===== src/rtl/nrzi_4b5b_deframer.sv =====
// nrzi_4b5b_deframer
// Sits after the NRZI/4B5B symbol decoder. It hunts for a two-nibble sync
// marker, reads a 12-bit word count, then packs payload nibbles MSN-first
// into 16-bit words tagged with start/end of frame. A symbol error or an
// illegal length aborts the frame with a one-cycle frame_err pulse, and the
// block then returns to hunting for sync.
module nrzi_4b5b_deframer #(
    parameter logic [3:0] SYNC0     = 4'h7,
    parameter logic [3:0] SYNC1     = 4'hF,
    parameter int         MAX_WORDS = 256
) (
    input  logic        clk80,
    input  logic        reset,
    input  logic [3:0]  din,
    input  logic        din_err,
    output logic [15:0] dout,
    output logic        dout_valid,
    output logic        sof,
    output logic        eof,
    output logic        frame_err,
    output logic        frame_active
);

    localparam logic [11:0] MAX_LEN = 12'(MAX_WORDS);

    typedef enum logic [1:0] {
        HUNT    = 2'd0,
        SYNC    = 2'd1,
        LENGTH  = 2'd2,
        PAYLOAD = 2'd3
    } state_t;

    state_t      state_q, state_d;
    logic [1:0]  nib_cnt_q, nib_cnt_d;
    logic [11:0] word_cnt_q, word_cnt_d;
    logic [11:0] len_q, len_d;
    logic [11:0] word_sh_q, word_sh_d;
    logic [15:0] dout_q, dout_d;
    logic        dout_valid_q, dout_valid_d;
    logic        sof_q, sof_d;
    logic        eof_q, eof_d;
    logic        frame_err_q, frame_err_d;
    logic        frame_active_q, frame_active_d;

    logic [11:0] len_full_s;
    logic [15:0] word_full_s;
    logic        last_word_s;

    // Values formed by appending the current nibble, plus the last-word test.
    always_comb begin
        len_full_s  = {len_q[7:0], din};
        word_full_s = {word_sh_q, din};
        last_word_s = (word_cnt_q == (len_q - 12'd1));
    end

    // Next-state, counter and output-strobe logic for the deframing FSM.
    always_comb begin
        state_d      = state_q;
        nib_cnt_d    = nib_cnt_q;
        word_cnt_d   = word_cnt_q;
        len_d        = len_q;
        word_sh_d    = word_sh_q;
        dout_d       = dout_q;
        dout_valid_d = 1'b0;
        sof_d        = 1'b0;
        eof_d        = 1'b0;
        frame_err_d  = 1'b0;

        case (state_q)
            HUNT: begin
                // Error symbols are never taken as the first sync nibble.
                if (!din_err && (din == SYNC0)) begin
                    state_d = SYNC;
                end else begin
                    state_d = HUNT;
                end
            end

            SYNC: begin
                if (din_err) begin
                    state_d = HUNT;
                end else if (din == SYNC1) begin
                    state_d   = LENGTH;
                    nib_cnt_d = 2'd0;
                    len_d     = 12'd0;
                end else if (din == SYNC0) begin
                    // Repeated first nibble (7,7,F) keeps the marker alive.
                    state_d = SYNC;
                end else begin
                    state_d = HUNT;
                end
            end

            LENGTH: begin
                if (din_err) begin
                    frame_err_d = 1'b1;
                    state_d     = HUNT;
                    nib_cnt_d   = 2'd0;
                end else begin
                    len_d = len_full_s;
                    if (nib_cnt_q == 2'd2) begin
                        nib_cnt_d  = 2'd0;
                        word_cnt_d = 12'd0;
                        if ((len_full_s == 12'd0) || (len_full_s > MAX_LEN)) begin
                            frame_err_d = 1'b1;
                            state_d     = HUNT;
                        end else begin
                            state_d = PAYLOAD;
                        end
                    end else begin
                        nib_cnt_d = nib_cnt_q + 2'd1;
                    end
                end
            end

            PAYLOAD: begin
                if (din_err) begin
                    // Partial word is dropped; words already sent stand.
                    frame_err_d = 1'b1;
                    state_d     = HUNT;
                    nib_cnt_d   = 2'd0;
                    word_cnt_d  = 12'd0;
                end else begin
                    word_sh_d = word_full_s[11:0];
                    nib_cnt_d = nib_cnt_q + 2'd1;
                    if (nib_cnt_q == 2'd3) begin
                        dout_d       = word_full_s;
                        dout_valid_d = 1'b1;
                        sof_d        = (word_cnt_q == 12'd0);
                        eof_d        = last_word_s;
                        if (last_word_s) begin
                            state_d    = HUNT;
                            word_cnt_d = 12'd0;
                        end else begin
                            word_cnt_d = word_cnt_q + 12'd1;
                        end
                    end else begin
                        word_cnt_d = word_cnt_q;
                    end
                end
            end

            default: begin
                state_d = HUNT;
            end
        endcase

        frame_active_d = (state_d == LENGTH) || (state_d == PAYLOAD);
    end

    // State, counters and registered outputs; reset clears everything at once.
    always_ff @(posedge clk80 or posedge reset) begin
        if (reset) begin
            state_q        <= HUNT;
            nib_cnt_q      <= 2'd0;
            word_cnt_q     <= 12'd0;
            len_q          <= 12'd0;
            word_sh_q      <= 12'd0;
            dout_q         <= 16'd0;
            dout_valid_q   <= 1'b0;
            sof_q          <= 1'b0;
            eof_q          <= 1'b0;
            frame_err_q    <= 1'b0;
            frame_active_q <= 1'b0;
        end else begin
            state_q        <= state_d;
            nib_cnt_q      <= nib_cnt_d;
            word_cnt_q     <= word_cnt_d;
            len_q          <= len_d;
            word_sh_q      <= word_sh_d;
            dout_q         <= dout_d;
            dout_valid_q   <= dout_valid_d;
            sof_q          <= sof_d;
            eof_q          <= eof_d;
            frame_err_q    <= frame_err_d;
            frame_active_q <= frame_active_d;
        end
    end

    assign dout         = dout_q;
    assign dout_valid   = dout_valid_q;
    assign sof          = sof_q;
    assign eof          = eof_q;
    assign frame_err    = frame_err_q;
    assign frame_active = frame_active_q;

endmodule


===== config.mk =====
export PLATFORM = sky130hd
export DESIGN_NAME = nrzi_4b5b_deframer
export DESIGN_NICKNAME = d
export VERILOG_FILES = /design/src/rtl/nrzi_4b5b_deframer.sv
export SDC_FILE = /design/constraint.sdc
export NUM_CORES = 1
export LEC_CHECK = 0
export CAP_MARGIN = 20
export CORE_MARGIN = 8
export CORE_UTILIZATION = 50
export CTS_BUF_LIST = sky130_fd_sc_hd__clkbuf_8
export CTS_CLUSTER_SIZE = 25
export DETAILED_ROUTE_END_ITERATION = 10
export PLACE_DENSITY = 0.73
export SYNTH_ARGS = -nofsm -noshare
export SYNTH_HDL_FRONTEND = slang
export SYNTH_SLANG_ARGS = --single-unit

===== constraint.sdc =====
create_clock -name clk80 -period 2.89 [get_ports clk80]
set_clock_uncertainty 0.2 [all_clocks]
set_input_delay 0.578 -clock clk80 [delete_from_list [all_inputs] [get_ports clk80]]
set_output_delay 0.578 -clock clk80 [all_outputs]
set_load 0.005 [all_outputs]

# Word level (Yosys, flattened, before mapping)
# Index checks and enable logic that the tools add are counted.
# op_classes
reduce_logical	15
n_mux	41
addsub	3
order_cmp	1
bitwise_logic	1
eq_ne	15
# ops
cell	n
$mux 12	8
$pmux 12 s2	2
$mux 2	13
$logic_not 12->1	2
$mux 1	15
$add 12x1->12 const B	1
$eq 12x12->1	1
$eq 2x2->1 const B	6
$gt 12x9->1 const B	1
$sub 12x1->12 const B	1
$ne 2x2->1 const B	4
$pmux 2 s4	1
$reduce_and 4->1	2
$pmux 2 s3	1
$reduce_and 3->1	2
$eq 4x3->1 const B	1
$eq 4x4->1 const B	1
$reduce_bool 2->1	2
$ne 3x3->1 const B	1
$reduce_bool 3->1	1
$add 2x1->2 const B	1
$eq 2x1->1 const B	1
$logic_not 2->1	1
$logic_or 1x1->1	2
5 further kinds	5
# totals
in_bits	7
word_cells	87
regBits	61
out_inout_bits	21

# Longest topological paths before layout
# Gate-level depths: netlist (run 1).
# depth
depth_word	8
mapped_depth	9
depth_no_buf	8

# Least setup slack after synthesis (run 1)
# No wires, ideal clock.
# synth_path
path_type	reg2reg
start	register len_q[5]
end	register word_cnt_q[11]
path_buffers	1
required_time_ps	2548
t_arrival_ps	2566
stages_incl_launch_ff	8
setup_time_ps	142
synth_period_minus_slack_ps	2908
setup_slack_ps	-18
cell_sequence	dfrtp_1 buf_6 or4_4 or4_4 a2111oi_4 o211ai_2 nor4_4 nor3_1
# synth_via
elab_chain_cells	6
# synth_lines
element	line_no	source
from (decl)	36	logic [11:0] len_q, len_d;
from (signal assigned)	169	len_q <= len_d;
$sub 12x1->12	53	last_word_s = (word_cnt_q == (len_q - 12'd1));
$eq 12x12->1	53	
$mux 12	131	if (last_word_s) begin
$mux 12	126	if (nib_cnt_q == 2'd3) begin
$mux 12	117	if (din_err) begin
$pmux 12 s2	69	case (state_q)
to (signal assigned)	168	word_cnt_q <= word_cnt_d;
to (decl)	35	logic [11:0] word_cnt_q, word_cnt_d;
# Every way passes these cells. The select of a mux whose other input is x is not followed.
# A chain may end at the register's enable or synchronous reset.

# Final worst setup path (run 1)
# layout_path
start	register len_q[5]
end	register word_cnt_q[4]
# The elaborated chain is that of the path after synthesis.

==> results of run 1 <==
==> flip-flops by register name (all words and copies together) (netlist names) <==
| register | cells |
|---|---|
| len_q | 12 |
| state_q | 1 |
| word_sh_q | 12 |
| eof | 1 |
| word_cnt_q | 12 |
| sof | 1 |
| nib_cnt_q | 2 |
| dout_valid | 1 |
| frame_err | 1 |
| dout | 16 |
| frame_active | 1 |
==> path summary, 6_finish.rpt <==
path | start | end | slack, ns | cells after the start
worst max-delay path | len_q[5] | word_cnt_q[4] | 0.08 | 6
worst min-delay path | word_sh_q[9] | word_sh_q[9] | 0.31 | 1
worst max register to register | len_q[5] | word_cnt_q[4] | 0.08 | 6
worst min register to register | word_sh_q[9] | word_sh_q[9] | 0.31 | 1
max in group asynchronous | reset | word_cnt_q[2] | 1.53 | 3
min in group asynchronous | reset | dout_valid | 0.39 | 2
==> per-layer routing <==
| metal | up-vias | global-route usage (%) | part of all wire, % |
|---|---|---|---|
| met5 | - | 0 | 0 |
| met1 | 1172 | 20.97 | 46 |
| met2 | 44 | 26.51 | 48 |
| met3 | 17 | 4.446 | 4.5 |
| li1 | 1183 | - | - |
| met4 | 0 | 8.067 | 1.9 |
==> through the flow <==
stage | std cells | util [%] | total power (uW)
after floorplan | 313 | - | 878.0
after global placement | 417 | 58.06 | 900.3
after detailed placement | 417 | 58.06 | 901.0
after CTS | 433 | 60.97 | 1604
after global routing | 433 | 61.23 | 1650
final | 433 | 61.23 | 1589
==> power groups by stage <==
stage | Sequential, uW | Clock (uW) | Combinational [uW]
after floorplan | 858 | 0 | 20.4
after global placement | 858 | 0 | 41.9
after detailed placement | 858 | 0 | 42.5
after CTS | 842 | 720 | 42.6
after global routing | 842 | 760 | 48.1
final | 842 | 706 | 40.9
==> cells in the final DEF, fill, tap and decap left out, drive strengths merged, types with 3 or more instances in the layout <==
master         instances
nand3                  6
or3                    3
o22ai                  3
nand4                  3
dfrtp                 60
ha                     7
or2                    3
nor3                  19
mux2                  29
o21a                   3
a21oi                  5
xnor2                 16
nand2                 34
nor2b                  3
nor4                   8
o21ai                 19
clkinv                 3
inv                   17
mux2i                  3
xor2                   5
and2                   3
or4                    3
clkdlybuf4s50         27
clkbuf                 9
o211ai                 6
nor2                  15
buf                   19
==> area by class of cell <==
type                    count  area [sq um]  area share (%)
inverters                  14         52.55           1.367
flip-flops and latches     60          1501           39.06
multi-input cells         220          1573           40.92
well taps                  77         96.34           2.507
clock inverters             7         58.81           1.530
clock buffers               9         123.9           3.223
repair buffers             46         437.9           11.39
==> critical path: stages, from the launching register on <==
cell and delay (ns):
dfrtp_1 0.38, or4_4 0.53, or4_4 0.52, a2111oi_4 0.39
o211ai_1 0.22, o31ai_2 0.29, o221ai_1 0.15
==> kinds of logic (layout without fill, tap and decap cells) <==
kind of cell               after synthesis  after routing  synth area share [%]
AOI/OAI and AO/OA                       48             48                 10.50
and+or+nand+nor                        112            112                 18.57
DFF                                     60             60                 47.02
adders and majority gates                7              7                 2.743
buffers and inverters                   33             76                 4.232
muxes                                   32             32                 11.17
xor gates and xnor gates                21             21                 5.760
==> metrics.md, run 1 <==
| Metric | Value |
|---|---|
| Unrepaired setup endpoints after global routing | `no` |
| Root Buffer | `clkbuf_8` |
| Worst Setup Slack, final | `between 0.07 and 0.08 ns` |
| Worst hold slack | `just over 0.3 ns` |
| Sw Pwr | `approximately 400 uW` |
| Yosys top cell by area | `dfrtp_1` |
| Clk sinks | `60` |
| Final WL | `between 6000 and 7000 um` |
| Setup tns final | `0 ns` |
| Initial DRC Count | `between 100 and 150` |
| Bufs on Longest Clock Path | `2` |
| Core Area | `0.006277 sq mm` |
| # fillers | `about 530` |
| Vias | `~2400` |
| Gpl congestion | `around 0.84` |
| DRT Pass-1 Iters | `4` |
| Top-count cell post-synth | `dfrtp_1` |
| Row count | `29` |
| Top cells by count, synth | `dfrtp_1, nand2_1, mux2_2, nor3_1, o21ai_0` |
| Synthesis-stage register bit count | `60` |
| CP Class | `reg2reg` |
| Max FO, Critical Path | `3` |
| Layout Nets | `about 370` |
| Layout cells sized above 1 | `between 20% and 30%` |
| Area growth syn-to-layout | `20.38%` |
| VDD IR max | `around 0.32 mV` |
| Hold Path Class | `reg2reg` |
| Diodes inserted | `0` |
| Mean Syn Cell Area | `around 10 sq um` |
| Final Cell Area | `around 0.0038 sq mm` |
| Post-CTS resize count | `0` |
| Global-route wire length before repair | `between 10000 and 15000 um` |
| CTS Hold Buffers Added | `0` |
| Die W | `between 90 and 100 um` |
| Syn Nets | `about 330` |
| Hpwl dp | `approximately 4900 um` |
| Initial antenna violation count | `0` |
| Routed Antenna Nets | `0` |
| Final period util | `97.29%` |
| Yosys cell types | `48` |
| Net Sw Frac | `about 26%` |
| Dpl ws | `roughly 0.016 ns` |
| Status | `finished, final reports clean` |
| Final setup fails | `0` |
| Residual DRC | `0` |
| P_leak | `around 0.0017 uW` |
| Clock transition at the registers of the reported paths | `around 0.08 ns` |
| Register area share after synthesis | `between 40% and 50%` |
| Largest net degree at the start of global routing | `37` |
| DR WL/cell | `around 16 um` |
| FMAX | `around 360 MHz` |
| Max-slew violations | `0` |
| Hold Fails Final Rpt | `0` |
| Initial core utilization | `between 50 and 60%` |
| Synthesized cell area | `0.003193 sq mm` |
| Grt total ovfl | `0` |
| Yosys Warn Count | `0` |
| Int Pwr | `approximately 1200 uW` |
| Synth async-reset ratio | `between 90% and 100%` |
| CTS buffer count | `9` |
| Seq pwr share | `between 50% and 60%` |
| Slew @ Worst Pin | `approximately 0.75 ns` |
| Area after DPL | `0.003645 sq mm` |
| Pwr Density | `413.3 mW/mm^2` |
| Startpoint types | `register` |
| Top FF cell, synth | `dfrtp_1` |
| Relative slew slack | `slightly below 50%` |
| Combinational fraction of design power | `under 10%` |
| Total GRT Usage | `about 17%` |
| I/O Buffers | `27` |
| Yosys top cell area share | `between 40% and 50%` |
| Critical Path RT | `2.90 ns` |
| Critical path data arrival time | `approximately 2.8 ns` |
| Cells after Synth | `between 300 and 400` |
| Synth top area cells | `dfrtp_1, mux2_2, xnor2_1` |
| Tmin final | `between 2 and 3 ns` |
| Max-Cap Viols | `0` |
| Number of setup buffers added after CTS | `0` |
| Number of flops mapped to enable cells by yosys | `0` |
| Drt via density | `approximately 5.6` |
| TritonCTS clock tree | `done` |
| Number of H-tree levels | `3` |
| CP endpoint kind | `register` |
| Die H | `between 90 and 100 um` |
| Die Area | `around 0.0092 sq mm` |
| # IOs | `28` |
| Clk_lat worst skew | `0.35 ns` |
| Clock share of power | `44.4%` |
| Vias in the first global route | `between 2000 and 2500` |
No activity file was read; power rests on OpenSTA's default activity.
==> inputs of run 2 (changes only) <==
- REMOVE_ABC_BUFFERS: default -> 1
==> metrics.md, run 2 (synthesis gave the netlist of run 1 again) <==
| Metric | Value |
|---|---|
| Number of H-tree levels | `3` |
| Vias in the first global route | `between 2000 and 3000` |
| Critical R2R Launch | `len_q[5]` |
| Root Buffer | `clkbuf_8` |
| Most common cell after layout, fill and taps aside | `dfrtp_1` |
| Die Area | `approximately 0.0092 sq mm` |
| Status | `finished, final reports clean` |
| R2r setup slk | `0.03 ns` |
| Max-Cap Viols | `0` |
| Final setup fails | `0` |
| Unrepaired setup endpoints after global routing | `yes` |
| Initial antenna violation count | `0` |
| Commonest cells after routing, fill and taps aside | `dfrtp_1, nand2_1, mux2_2, clkdlybuf4s50_1` |
| Die W | `95.92 um` |
| Reg2reg path depth | `6` |
| Initial DRC Count | `roughly 150` |
| Hpwl dp | `approximately 4900 um` |
| Max-slew violations | `0` |
| Initial core utilization | `roughly half` |
| Hold Fails Final Rpt | `0` |
| Clk_lat worst skew | `0.34 ns` |
| Max FO, Critical Path | `3` |
| Gpl congestion | `roughly 0.86` |
| Layout Nets | `approximately 370` |
| Largest net degree at the start of global routing | `61` |
| Worst R2R End | `word_cnt_q[4]` |
| Clock transition at the registers of the reported paths | `around 0.070 ns` |
| Critical-path cell list | `or4_4 -> or4_4 -> a2111oi_4 -> o211ai_1 -> o31ai_2 -> o221ai_1` |
| Most numerous cell on the critical path | `or4_4` |
| Routed Antenna Nets | `0` |
| Pwr Density | `about 460 mW/mm^2` |
| Relative slew slack | `approximately 47%` |
| Hold path endpoint | `dout[14]` |
| TritonCTS clock tree | `done` |
| Final Cell Area | `approximately 0.0039 sq mm` |
| Slew @ Worst Pin | `0.7914 ns` |
| Delay-heaviest family, CP | `compound AO/OA/AOI/OAI gates` |
| DR WL/cell | `15.97 um` |
| Critical Path RT | `slightly below 3 ns` |
| Row count | `29` |
| # IOs | `28` |
| Diodes inserted | `0` |
| DRT Pass-1 Iters | `4` |
| Final WL | `6931 um` |
| Area growth syn-to-layout | `22.84%` |
| Layout cells sized above 1 | `21.57%` |
| Hold_sp | `word_sh_q[10]` |
| Total GRT Usage | `about 17%` |
| Final period util | `between 90% and 100%` |
| Largest register FFs | `16` |
| Buf/Inv on CP | `0` |
| Clk sinks | `60` |
| Residual DRC | `0` |
| CTS buffer count | `9` |
| Startpoint types | `register` |
| Global-route wire length before repair | `between 10000 and 15000 um` |
| CTS Hold Buffers Added | `0` |
| # fillers | `just over 500` |
| CP peak stage delay | `approximately 0.53 ns` |
| Grt total ovfl | `0` |
| VDD IR max | `between 0.2 and 0.3 mV` |
| P_leak | `about 0.0017 uW` |
| Hold Path Class | `reg2reg` |
| CP endpoint kind | `register` |
| Setup tns final | `0 ns` |
| Tmin final | `2.859 ns` |
| Vias | `approximately 2400` |
| Hold depth | `1` |
| Die H | `between 90 and 100 um` |
| Drt via density | `5.629` |
| Area after DPL | `0.003645 sq mm` |
| Bufs on Longest Clock Path | `2` |
| Slowest CP cell | `or4_4` |
| Core Area | `0.006277 sq mm` |
| CP Class | `reg2reg` |
| Critical path data arrival time | `2.87 ns` |
| I/O Buffers | `27` |
| FMAX | `roughly 350 MHz` |
-- run 2: metal layers --
layer	vias to the layer above	GRT usage, %	share of wire, %
met3	16	4.758	4.8
met1	1183	20.51	45
li1	1183	-	-
met4	0	8.323	2.0
met2	61	27.09	48
met5	-	0	0
-- run 2: cell type report --
| cell class | count | area [sq um] | area share [%] |
|---|---|---|---|
| Clock inverter | 7 | 125.1 | 3.190 |
| Inverter | 14 | 52.55 | 1.340 |
| Multi-Input combinational cell | 220 | 1578 | 40.22 |
| Timing Repair Buffer | 47 | 445.4 | 11.36 |
| Tap cell | 77 | 96.34 | 2.456 |
| Sequential cell | 60 | 1501 | 38.28 |
| Clock buffer | 9 | 123.9 | 3.158 |
-- run 2: report_power, final --
group          switching [uW]  internal [uW]
Combinational            26.5           15.7
Clock                     359            578
Sequential               1.88            840
-- run 2: worst max-delay path by stage --
stage               cells after the start  slack [ns]             end      from
finish                                  6        0.03   word_cnt_q[4]  len_q[5]
global route                            6       -0.02   word_cnt_q[4]  len_q[5]
CTS                                     6        0.01   word_cnt_q[1]  len_q[5]
detailed placement                      6       -0.04   word_cnt_q[4]  len_q[5]
global placement                        6        0.05   word_cnt_q[4]  len_q[5]
floorplan                               6       0.002  word_cnt_q[11]  len_q[5]
-- run 2: per-stage QoR --
stage	util [%]	power (uW)	hold WS [ns]	std cells	setup slack [ns]
finish	62.49	1822	0.3005	434	0.03150
global route	62.49	1879	0.3210	434	-0.01571
CTS	62.11	1839	0.3039	433	0.01490
detailed placement	58.06	902.1	0.2864	417	-0.04337
global placement	58.06	901.5	0.2841	417	0.05356
floorplan	-	877.8	0.2737	294	0.001599
-- run 2: what timing repair did --
action,4_1_cts,5_1_grt
buffers inserted,0,1
pin swaps,0,5
endpoints found under the setup margin,3,13
gates resized for setup,1,2
==> inputs of run 3 (changes only) <==
- PLACE_DENSITY: 0.73 -> 0.71
- clock period: 2.89 -> 3.65 ns (I/O delays scaled with it)
==> metrics.md, run 3 (synthesis gave the netlist of run 1 again) <==
| Metric | Value |
|---|---|
| Status | `finished, final reports clean` |
| Largest register FFs | `16` |
| # IOs | `28` |
| Tmin final | `about 3.1 ns` |
| Die H | `95.92 um` |
| Max-slew violations | `0` |
| Total power draw | `~1200 uW` |
| Area growth syn-to-layout | `15.44%` |
| Post-CTS resize count | `0` |
| Final period util | `between 80% and 90%` |
| DR WL/cell | `~16 um` |
| Grt total ovfl | `0` |
| I/O Buffers | `27` |
| Startpoint types | `register` |
| FMAX | `around 320 MHz` |
| Critical Path RT | `3.64 ns` |
| TritonCTS clock tree | `done` |
| Layout cells sized above 1 | `between 10% and 20%` |
| Core Area | `0.006277 sq mm` |
| Total GRT Usage | `approximately 16%` |
| Number of H-tree levels | `3` |
| Initial DRC Count | `134` |
| Diodes inserted | `0` |
| Most common cell after layout, fill and taps aside | `dfrtp_1` |
| Initial antenna violation count | `0` |
| Hold Path Class | `reg2reg` |
| Max-Cap Viols | `0` |
| Hpwl dp | `~4700 um` |
| Die Area | `0.009200 sq mm` |
| Setup tns final | `0 ns` |
| Area after DPL | `~0.0035 sq mm` |
| Final WL | `6572 um` |
| Commonest cells after routing, fill and taps aside | `dfrtp_1, nand2_1, mux2_2, clkdlybuf4s50_1` |
| Critical path data arrival time | `around 3.1 ns` |
| Clk_lat worst skew | `approximately 0.34 ns` |
| Final Cell Area | `approximately 0.0037 sq mm` |
| CTS buffer count | `9` |
| Vias | `~2300` |
| Bufs on Longest Clock Path | `2` |
| DRT Pass-1 Iters | `4` |
| Number of setup buffers added after CTS | `0` |
| Row count | `29` |
| Clk sinks | `60` |
| Dpl cells | `402` |
| Largest net degree at the start of global routing | `26` |
| Drt via density | `about 5.6` |
| Max FO, Critical Path | `10` |
| Layout Nets | `350` |
| Global-route wire length before repair | `11500 um` |
| VDD IR max | `roughly 0.25 mV` |
| Initial core utilization | `between 50% and 60%` |
| Pwr Density | `around 330 mW/mm^2` |
| CTS Hold Buffers Added | `0` |
| Routed Antenna Nets | `0` |
| Residual DRC | `0` |
| Unrepaired setup endpoints after global routing | `no` |
| CP Class | `reg2reg` |
| Core Util, Final | `between 50% and 60%` |
| Relative slew slack | `roughly 46%` |
| Layout Cells excl Fill | `417` |
| Final setup fails | `0` |
| Hold Fails Final Rpt | `0` |
| CP endpoint kind | `register` |
| Die W | `between 90 and 100 um` |
| Gpl congestion | `0.8550` |
| Root Buffer | `clkbuf_8` |
| P_leak | `between 0.0015 and 0.002 uW` |
| Vias in the first global route | `around 2400` |
| Clock transition at the registers of the reported paths | `approximately 0.07 ns` |
| Slew @ Worst Pin | `slightly above 0.8 ns` |
## run 3: path summary, 6_finish.rpt
kind | from | endpoint | slack (ns) | cells past startpoint
max reg2reg | len_q[5] | word_cnt_q[4] | 0.53 | 6
max | len_q[5] | word_cnt_q[4] | 0.53 | 6
max in group asynchronous | reset | nib_cnt_q[0] | 2.09 | 3
min | dout[8] | dout[8] | 0.30 | 1
min reg2reg | dout[8] | dout[8] | 0.30 | 1
min in group asynchronous | reset | len_q[6] | 0.52 | 2
## run 3: cell type report
type                    count  area [sq um]
fillers                   542          2591
flip-flops and latches     60          1501
repair buffers             31         300.3
multi-input cells         220          1559
clock inverters             4         25.02
well taps                  77         96.34
inverters                  14         52.55
clock buffers              11         151.4
## run 3: metal layers
metal / GRT usage [%] / wire length, um
met3: 5.226 / 324
met2: 25.31 / 3129
met5: 0 / 0
met1: 20.52 / 3069
met4: 6.146 / 48
## run 3: through the flow
step	hold slack (ns)	setup WS [ns]
after floorplan	0.2737	0.7417
after global placement	0.2822	0.4703
after detailed placement	0.2941	0.4171
after CTS	0.3097	0.5267
after global routing	0.3158	0.3448
final	0.3030	0.5307
## run 3: report_power, final
part | switching (uW) | leakage (uW) | internal, uW
Clock | 253 | 0.0000872 | 277
Combinational | 21.0 | 0.000681 | 10.7
Sequential | 1.57 | 0.000828 | 666
Total | 276 | 0.00160 | 953
## run 3: worst max-delay path: stages, from the launching register on
cell	delay, ns
dfrtp_1	0.47
or4_4	0.60
or4_4	0.51
a2111oi_4	0.39
o211ai_1	0.22
o31ai_1	0.40
o221ai_1	0.18
==> RTL edit 1 (settings of run 2) <==
Register the output `dout_valid` once more, without a reset; this adds one clock of latency there. The other outputs are not delayed to match.
--- a/src/rtl/nrzi_4b5b_deframer.sv
+++ b/src/rtl/nrzi_4b5b_deframer.sv
@@ -180,3 +180,5 @@
     assign dout         = dout_q;
-    assign dout_valid   = dout_valid_q;
+    always_ff @(posedge clk80) begin
+        dout_valid <= dout_valid_q;
+    end
     assign sof          = sof_q;
Behaviour: not the same (Yosys sat finds a counterexample within 10 cycles, from zero or initial values and one cycle with reset high).
==> RTL edit 1 against run 2 <==
Setup slack got worse by 6.2 ps. Power fell by 4.5%. Area after synthesis increased by 1.4%. Routed wire length shrank 4.2%. First-iteration DRC count shrank 25%. Critical path type unchanged. Design area is 0.38% lower. Sequential cell count rose by 1.
==> RTL edit 1: results (changes against run 2) <==
stage	metric	value	unit	change
critical_path	Worst path top cell family by delay	simple AND/OR/NAND/NOR gates		was compound AO/OA/AOI/OAI gates
critical_path	RR Endpoint	word_cnt_q[5]$_DFFE_PP0P_		was word_cnt_q[4]$_DFFE_PP0P_
logic_synthesis	synth top area cells	dfrtp_1 46%, mux2_2 9.7%, nand2_1 3.9%		was dfrtp_1 47%, mux2_2 10%, xnor2_1 4.4%
placed_design	RD Place Congestion	0.888		was 0.857
critical_path	Critical Path AT	2890	ps	was 2870 ps
layout	Seq/total area	0.389		was 0.383
min_path	HP Start	dout_valid_q$_DFF_PP0_		was word_sh_q[10]$_DFFE_PP0P_
placed_design	Placed Area	3630	um2	was 3640 um2
power	pwr/cell area	445	nW/um2	was 464 nW/um2
drt	total length of routed wires	6.64	mm	was 6.93 mm
logic_synthesis	Syn Area/Cell	10.4	um2	was 10.2 um2
global_routing	global-route wire length before repair	11.1	mm	was 11.9 mm
layout	non-clock buffer share of cell area	0.114		about the same
critical_path	worst reg2reg path depth	8		was 6
timing	worst relative slew slack	0.486		was 0.471
critical_path	Worst R2R Start	len_q[6]$_DFFE_PP0P_		was len_q[5]$_DFFE_PP0P_
timing	WHS	153	ps	was 301 ps
layout	multi-input gate count	216		was 220
drt	wl on met1	3.09	mm	was 3.11 mm
power	Clock Power Share	0.484		was 0.514
run_status	status	finished, final reports clean		unchanged
global_routing	grt met2 use	0.237		was 0.271
global_routing	grt met3 use	0.0371		was 0.0476
logic_synthesis	Cell variety after synth	57		was 48
placed_design	DP Cell Count	410		was 417
layout	clock-cell share of area	0.0567		was 0.0635
critical_path	CP Max Fanout	4		was 3
drt	routed wire length on met2	3.12	mm	was 3.36 mm
drt	wire length on met3	309	um	was 333 um
global_routing	met1 usage	0.197		was 0.205
layout	Filler Cell Count	531		was 516
drt	DR vias	2423		was 2443
power	Sw Pwr	0.000380	W	was 0.000387 W
critical_path	CP max stage delay	570	ps	was 530 ps
placed_design	Final HPWL DP	4.67	mm	was 4.85 mm
layout	Layout Cells excl Fill	431		was 434
min_path	Hold Path Sink	dout_valid$_DFF_P_		was dout[14]$_DFFE_PP0P_
global_routing	pin count of the biggest net entering global routing	43		was 61
power	Leakage	1.72	nW	about the same
layout	final core area utilization	0.619		was 0.625
min_path	hold depth	0		was 1
layout	Post-layout nets	363		was 366
logic_synthesis	Yosys reg bits	61		was 60
layout	layout cell share with drive strength beyond 1	0.232		was 0.216
==> RTL edit 1: cell types whose count changed after synthesis, moves of 2 or more <==
cell / run 2 / this run
nor3_1: 19 / 16
xor2_1: 5 / 7
buf_4: 1 / 5
buf_1: 4 / 2
xnor2_1: 16 / 14
clkbuf_1: 13 / 9
o211ai_1: 5 / 3
nor2_1: 15 / 9
buf_2: 0 / 2
nand3_1: 6 / 8
==> RTL edit 1: kinds of logic (layout without fill, tap and decap cells) <==
family                     after synthesis  in the layout  synth area share
muxes                                   31             31             0.107
DFF                                     61             61             0.470
AOI/OAI and AO/OA                       51             51             0.114
adders and majority gates                7              7            0.0270
buffers and inverters                   34             77            0.0506
and+or+nand+nor                        106            106             0.176
xor gates and xnor gates                21             21            0.0568
==> RTL edit 1: worst max path at each step <==
stage                    startpoint                    endpoint  slack (ps)  cells after the start
6_report       len_q[6]$_DFFE_PP0P_   word_cnt_q[5]$_DFFE_PP0P_          30                      8
5_1_grt        len_q[6]$_DFFE_PP0P_   word_cnt_q[4]$_DFFE_PP0P_         -90                      6
4_1_cts        len_q[5]$_DFFE_PP0P_   word_cnt_q[4]$_DFFE_PP0P_          20                      6
3_5_place_dp   len_q[5]$_DFFE_PP0P_   word_cnt_q[4]$_DFFE_PP0P_          50                      6
3_3_place_gp   len_q[5]$_DFFE_PP0P_   word_cnt_q[9]$_DFFE_PP0P_          90                      7
2_1_floorplan  len_q[5]$_DFFE_PP0P_  word_cnt_q[11]$_DFFE_PP0P_           2                      6
==> RTL edit 1: what timing repair did <==
action	4_1_cts	5_1_grt
setup endpoints to repair	0	14
setup buffers	0	4
hold buffers	0	0
resized for setup	0	4
==> RTL edit 2 (config.mk and constraints of run 2) <==
Made on the original files. Change the parameter `SYNC1` from 4'hF to 4'h7.
--- a/src/rtl/nrzi_4b5b_deframer.sv
+++ b/src/rtl/nrzi_4b5b_deframer.sv
@@ -8,3 +8,3 @@
     parameter logic [3:0] SYNC0     = 4'h7,
-    parameter logic [3:0] SYNC1     = 4'hF,
+    parameter logic [3:0] SYNC1     = 4'h7,
     parameter int         MAX_WORDS = 256
Function: changed (Yosys sat finds a counterexample within 4 cycles, from zero or initial values and one cycle with reset high).
==> RTL edit 2 against run 2 <==
Non-clock buffer count did not move. Setup slack better by 98 ps. Routed wire length is 4.0% higher. Core utilization shrank 0.70 points. Sequential cell count did not move. Design area down 2.3%. Maximum frequency rose by 3.6%. Critical path type unchanged. Via count rose by 7.1%. Power up 1.3%. Critical endpoint is now word_cnt_q[0]$_DFFE_PP0P_. Area after synthesis down 1.6%.
==> RTL edit 2: results (changes against run 2) <==
stage	metric	value	unit	change
min_path	Hold Path Sink	dout[6]$_DFFE_PP0P_		was dout[14]$_DFFE_PP0P_
drt	wire length per cell	14.7	um	was 16.0 um
logic_synthesis	Cell variety after synth	51		was 48
global_routing	vias in the first global route	2546		was 2507
drt	wl on met1	3.31	mm	was 3.11 mm
layout	Layout Cells excl Fill	489		was 434
placed_design	Final HPWL DP	5.12	mm	was 4.85 mm
power	Leakage	1.85	nW	was 1.72 nW
run_status	status	finished, final reports clean		unchanged
critical_path	Required @ worst endpoint	2920	ps	was 2900 ps
critical_path	Worst R2R Start	len_q[0]$_DFFE_PP0P_		was len_q[5]$_DFFE_PP0P_
power	part of the power in registers	0.459		was 0.462
logic_synthesis	synth top area cells	dfrtp_1 48%, nand2_1 15%, o21ai_0 2.9%		was dfrtp_1 47%, mux2_2 10%, xnor2_1 4.4%
drt	routed wire length on met2	3.49	mm	was 3.36 mm
placed_design	RD Place Congestion	0.990		was 0.857
placed_design	DP Cell Count	471		was 417
min_path	hold depth	2		was 1
global_routing	global-route wire length before repair	12.2	mm	was 11.9 mm
timing	worst-margin pin slew	545	ps	was 791 ps
layout	Filler Cell Count	537		was 516
min_path	HP Start	dout[6]$_DFFE_PP0P_		was word_sh_q[10]$_DFFE_PP0P_
layout	layout cell share with drive strength beyond 1	0.112		was 0.216
timing	WHS	274	ps	was 301 ps
power	maximum vdd drop	0.000567	V	was 0.000298 V
cts	number of gates resized after cts	0		was 1
critical_path	CP Max Fanout	9		was 3
timing	Final WS setup	130	ps	was 31.5 ps
critical_path	CP max stage delay	460	ps	was 530 ps
layout	Post-layout nets	421		was 366
drt	initial DRC count	173		was 154
placed_design	Place WS	53.1	ps	was -43.4 ps
logic_synthesis	sequential fraction of the synthesis area	0.478		was 0.470
placed_design	Placed Area	3560	um2	was 3640 um2
global_routing	Global Route Usage Sum	0.173		was 0.169
critical_path	worst setup path end	word_cnt_q[0]$_DFFE_PP0P_		was word_cnt_q[4]$_DFFE_PP0P_
global_routing	grt met2 use	0.282		was 0.271
-- RTL edit 2: cell count changes after synthesis, sizes merged, moves of 4 or more --
cell,change
clkbuf,+7
nand2,+91
mux2,-28
xnor2,-6
o211ai,-6
nor3,-6
buf,-4
nor2,+6
-- RTL edit 2: kinds of logic after synthesis --
logic type / share of synthesized area
buffers and inverters: 0.0446
and+or+nand+nor: 0.282
DFF: 0.478
muxes: 0.0112
xor gates and xnor gates: 0.0474
AOI/OAI and AO/OA: 0.109
adders and majority gates: 0.0279
-- RTL edit 2: layout make-up --
| class | instances | area share |
|---|---|---|
| Inverter | 13 | 0.0127 |
| Multi-Input combinational cell | 276 | 0.393 |
| Clock buffer | 10 | 0.0359 |
| Clock inverter | 6 | 0.0290 |
| Sequential cell | 60 | 0.392 |
| Timing Repair Buffer | 47 | 0.113 |
| Tap cell | 77 | 0.0251 |
